[src/rtl/pc_ra_fetch.sv]
// Instruction-fetch front end feeding pipeline stage 0.
// Holds a PC/RA register pair, with a flag selecting which register is the PC.
// Drives the fetch address, assembles 16-bit jump targets from the 8-bit data bus,
// and registers the fetched opcode byte onto the stage-0 pipe input.
module pc_ra_fetch #(
    parameter int unsigned       ADDR_W   = 16,
    parameter logic [ADDR_W-1:0] RESET_PC = '0
) (
    input  logic              clk,
    input  logic              reset_n,
    input  logic              incPCRA0,
    input  logic              incPCRA1,
    input  logic              flip,
    input  logic              loadLo,
    input  logic              loadHi,
    input  logic [7:0]        dataBus,
    input  logic [7:0]        memData,
    input  logic              busRequest,
    input  logic              fetchSuppress,
    output logic [ADDR_W-1:0] fetchAddr,
    output logic              addrValid,
    output logic [7:0]        PipeIn,
    output logic              flag5_PCRA_flip,
    output logic [ADDR_W-1:0] raOut
);

    logic [ADDR_W-1:0] reg_a;
    logic [ADDR_W-1:0] reg_b;
    logic [ADDR_W-1:0] reg_a_next;
    logic [ADDR_W-1:0] reg_b_next;
    logic [ADDR_W-1:0] active_pc;
    logic [ADDR_W-1:0] stepped_pc;
    logic [ADDR_W-1:0] jump_target;
    logic [7:0]        low_latch;
    logic              inc;

    // Increment only when both stage-0 enables agree and the bus is ours.
    assign inc        = incPCRA0 & incPCRA1 & ~busRequest;
    assign active_pc  = flag5_PCRA_flip ? reg_b : reg_a;
    assign stepped_pc = inc ? active_pc + ADDR_W'(1) : active_pc;

    assign fetchAddr  = active_pc;
    assign raOut      = flag5_PCRA_flip ? reg_a : reg_b;
    assign addrValid  = ~busRequest;

    // Jump target: data bus as the high byte, latched low byte, middle bits zero.
    always_comb begin
        jump_target                 = '0;
        jump_target[7:0]            = low_latch;
        jump_target[ADDR_W-1 -: 8]  = dataBus;
    end

    // Next register values: the outgoing PC always takes its inc/hold value;
    // a load goes to whichever register is active after this edge's flip.
    always_comb begin
        reg_a_next = reg_a;
        reg_b_next = reg_b;
        if (!flag5_PCRA_flip) begin
            reg_a_next = stepped_pc;
            if (loadHi) begin
                if (flip) reg_b_next = jump_target;
                else      reg_a_next = jump_target;
            end
        end else begin
            reg_b_next = stepped_pc;
            if (loadHi) begin
                if (flip) reg_a_next = jump_target;
                else      reg_b_next = jump_target;
            end
        end
    end

    // PC/RA pair, role flag and jump-target low-byte latch.
    always_ff @(posedge clk or negedge reset_n) begin
        if (!reset_n) begin
            reg_a           <= RESET_PC;
            reg_b           <= RESET_PC;
            low_latch       <= '0;
            flag5_PCRA_flip <= 1'b0;
        end else begin
            reg_a <= reg_a_next;
            reg_b <= reg_b_next;
            if (loadLo) low_latch <= dataBus;
            if (flip)   flag5_PCRA_flip <= ~flag5_PCRA_flip;
        end
    end

    // Opcode capture: memory byte when fetching, NOP bubble otherwise.
    always_ff @(posedge clk or negedge reset_n) begin
        if (!reset_n) begin
            PipeIn <= '0;
        end else if (!busRequest && !fetchSuppress) begin
            PipeIn <= memData;
        end else begin
            PipeIn <= '0;
        end
    end

endmodule

[config.mk]
export PLATFORM = sky130hd
export DESIGN_NAME = pc_ra_fetch
export DESIGN_NICKNAME = d
export VERILOG_FILES = /design/src/rtl/pc_ra_fetch.sv
export SDC_FILE = /design/constraint.sdc
export NUM_CORES = 1
export LEC_CHECK = 0
export ABC_AREA = 1
export CORE_UTILIZATION = 56
export DETAILED_ROUTE_END_ITERATION = 7
export PLACE_DENSITY = 0.87
export SLEW_MARGIN = 20
export SYNTH_ARGS = -nofsm -noshare
export SYNTH_HDL_FRONTEND = slang
export SYNTH_SLANG_ARGS = --single-unit
[constraint.sdc]
create_clock -name clk -period 2.8 [get_ports clk]
set_input_delay 0.28 -clock clk [delete_from_list [all_inputs] [get_ports clk]]
set_output_delay 0.28 -clock clk [all_outputs]
set_load 0.05 [all_outputs]
==> flow_summary.ini <==
[place]
gp_congestion = 0.907
place_area_sq_um = 3850
io_buffers = 66
dp_hpwl_mm = 5.99

[detailed_routing]
vias_per_cell = 5.48
antenna_left = 0
totalWireLength_mm = 8.19
num_vias = 3267
drt_first_pass_iters = 6
post_drt_wl_per_cell_microns = 13.7
drt-initial-drc-count = 266
drc_errors = 0

[cells_and_area]
antenna_cells = 0
n_fill_cell = 456
drive_gt1_share_pct = 11.6
postLayoutCellArea_sq_um = 3940
nets = 549
synthToLayoutAreaGrowth_pct = 23.6

[yosys]
netlist_area_sq_um = 3190
synth-seq-cells = 49
yosysMostFrequentCell = nand2_1
synth-compound-area-share_pct = 15.8
yosysTopAreaCell = dfrtp_1
synthAdderAreaFrac_pct = 0.393
synth.yosys.seq_area_share_pct = 38.5
syn_inst = 463
synthTopCellsByCount = nand2_1 (149), inv_1 (62), dfrtp_1 (49)
netlist_top_cells_area = dfrtp_1 (38%), nand2_1 (18%), inv_1 (7.3%)
synth_top_area_share_pct = 38.5
synthSimpleGateAreaFrac_pct = 33.6
synth_warnings = 0
ys_dominant_reg_cell = dfrtp_1
synth_nets = 489
synth_enable_flop_cells = 0
synthArstFlopShare_pct = 100
ys_types = 32
synth_top_family_by_area = simple AND/OR/NAND/NOR gates
synth_xor_area_share_pct = 0.275
muxShareOfSynthArea_pct = 0
avgSynthCellArea_sq_um = 6.88

[clocking]
holdBufCountCts = 1
clock-sinks = 49
cts-resized-gates = 0
cts_made_buffers = 5
cts_tree = done
cts_setup_buffers = 0
cts_max_path_buffers = 2
clk_pin_slew_ns = 0.09
clkLatencyLatePin_ns = 0.30
cts-root-buf = clkbuf_8
htreeDepth = 2

[power]
cellPowerDensity_nw_per_um2 = 1330
p_seq_share_pct = 21.5
pwr-share-clk_pct = 7.9
totalPowerFinal_w = 0.00523
switching_share_pct = 57.4
irDropWorstVdd_mv = 0.733
switchingPower_w = 0.00300
comb_power_share_pct = 70.6
power.internal_w = 0.00223
leakagePower_nw = 1.97

[critical_path]
cp-startpoint = flag5_PCRA_flip
crit_fanout = 32
end_kind = primary output
crit_arrival_ns = 2.32
start_kind = register
rr_endpoint = reg_a[12]
cp_slowest_cell = clkdlybuf4s50_1
crit_type = reg2out
critical_path.endpoint = fetchAddr[12]
reg2reg_depth = 14
cp_cell_sequence = buf_4 -> nand2_1 -> o21ai_2 -> clkdlybuf4s50_1
cp.required_ns = 2.52
rr_startpoint = flag5_PCRA_flip
cpPeakStageDelay_ns = 0.85
reg2reg_slack_ns = 0.59

[floorplanning]
dieHeight_microns = 77.4
core.rowCount = 27
core_area_sq_um = 5510
die_x_microns = 77.4
initial_core_util_pct = 57.9
pin_count = 67
dieArea_sq_um = 5990

[sta]
max_slew.worst_pin.slew_ns = 0.758
period_share_pct = 93.0
rsz0062_at_grt = no
hold_viol_final = 0
tns_ns = 0
setup_viol = 0
fin_crit_ns = 2.60
timing.clock.skew_ns = 0.00435
fin_hold_ws_ns = 0.470
relSlewSlack_pct = 49.4
drv_slew = 0
max_freq_ghz = 0.384

[run_status]
status = finished clean

[global_routing]
grt_use_total_pct = 29.4
grt_pass1_vias = 3194
overflow = 0
grt_pass1_wl_mm = 14.0
grt_max_degree = 46
antenna_found_initial = 0

[job]
drv_cap = 0

[hold_path]
min_path_type = in2async
==> layer usage <==
layer | GRT usage (%) | vias to the layer above | wire, microns
met5 | 0 | - | 0
met4 | 11.3 | 0 | 144
met3 | 5.76 | 19 | 504
met2 | 51.7 | 115 | 4120
met1 | 35.2 | 1526 | 3430
li1 | - | 1607 | -
==> power by group through the flow <==
stage          logic [W]  clock network [W]  registers (W)
2_1_floorplan    0.00273                  0        0.00111
3_3_place_gp     0.00362                  0        0.00112
3_5_place_dp     0.00369                  0        0.00113
4_1_cts          0.00369           0.000418        0.00112
5_1_grt          0.00400           0.000444        0.00115
6_report         0.00369           0.000413        0.00112
==> critical path: cells and delay by family, from the launching register on <==
kind / cells / cell delay [ns]
AOI/OAI and AO/OA: 1 / 0.13
DFF: 1 / 0.56
buffers and inverters: 2 / 1.21
and+or+nand+nor: 1 / 0.11
==> flip-flops by register name, indices dropped and copies added (netlist names) <==
name	flops
reg_a	16
reg_b	16
PipeIn	8
low_latch	8
flag5_PCRA_flip	1
==> area by class of cell <==
cell class	instances	area, sq um	area share [%]
clock buffers	8	80.1	2.03
inverters	64	243	6.16
multi-input cells	328	1600	40.5
flip-flops and latches	49	1230	31.2
well taps	72	90.1	2.29
repair buffers	75	703	17.9
==> cell families after synthesis <==
kind of cell,Yosys count
flip-flops,49
AO/OA/AOI/OAI,85
buffers and inverters,86
XOR/XNOR,1
adder cells (fa/ha/maj),1
AND/OR/NAND/NOR,241
==> placed cells by master, fill, tap and decap left out, types with 7 or more instances in the layout <==
cell and instances:
nor2_1 28, dfrtp_1 48, a21oi_1 13, nor3_1 8, nand3_1 24, nand2_1 149
a31oi_1 11, o22ai_1 7, o21ai_0 34, buf_4 21, clkdlybuf4s50_1 51, nand2_2 9
inv_1 62
==> metrics by stage <==
stage,worst slack [ns],instances,util [%]
finish,0.197,596,71.5
global route,0.0906,596,71.5
CTS,0.193,596,71.5
detailed placement,0.530,587,69.9
global placement,0.578,587,69.9
floorplan,0.0407,463,-
==> worst min-delay path by stage <==
stage / startpoint / end / slack, ns / depth (start not counted)
detailed placement: reset_n / reg_b[9] / 0.27 / 1
finish: reset_n / reg_b[9] / 0.47 / 2
global placement: reset_n / reg_b[9] / 0.26 / 1
CTS: reset_n / reg_b[9] / 0.48 / 2
floorplan: reset_n / PipeIn[0] / -0.02 / 0
global route: memData[3] / PipeIn[3] / 0.49 / 3
No activity file was read; power rests on OpenSTA's default activity.
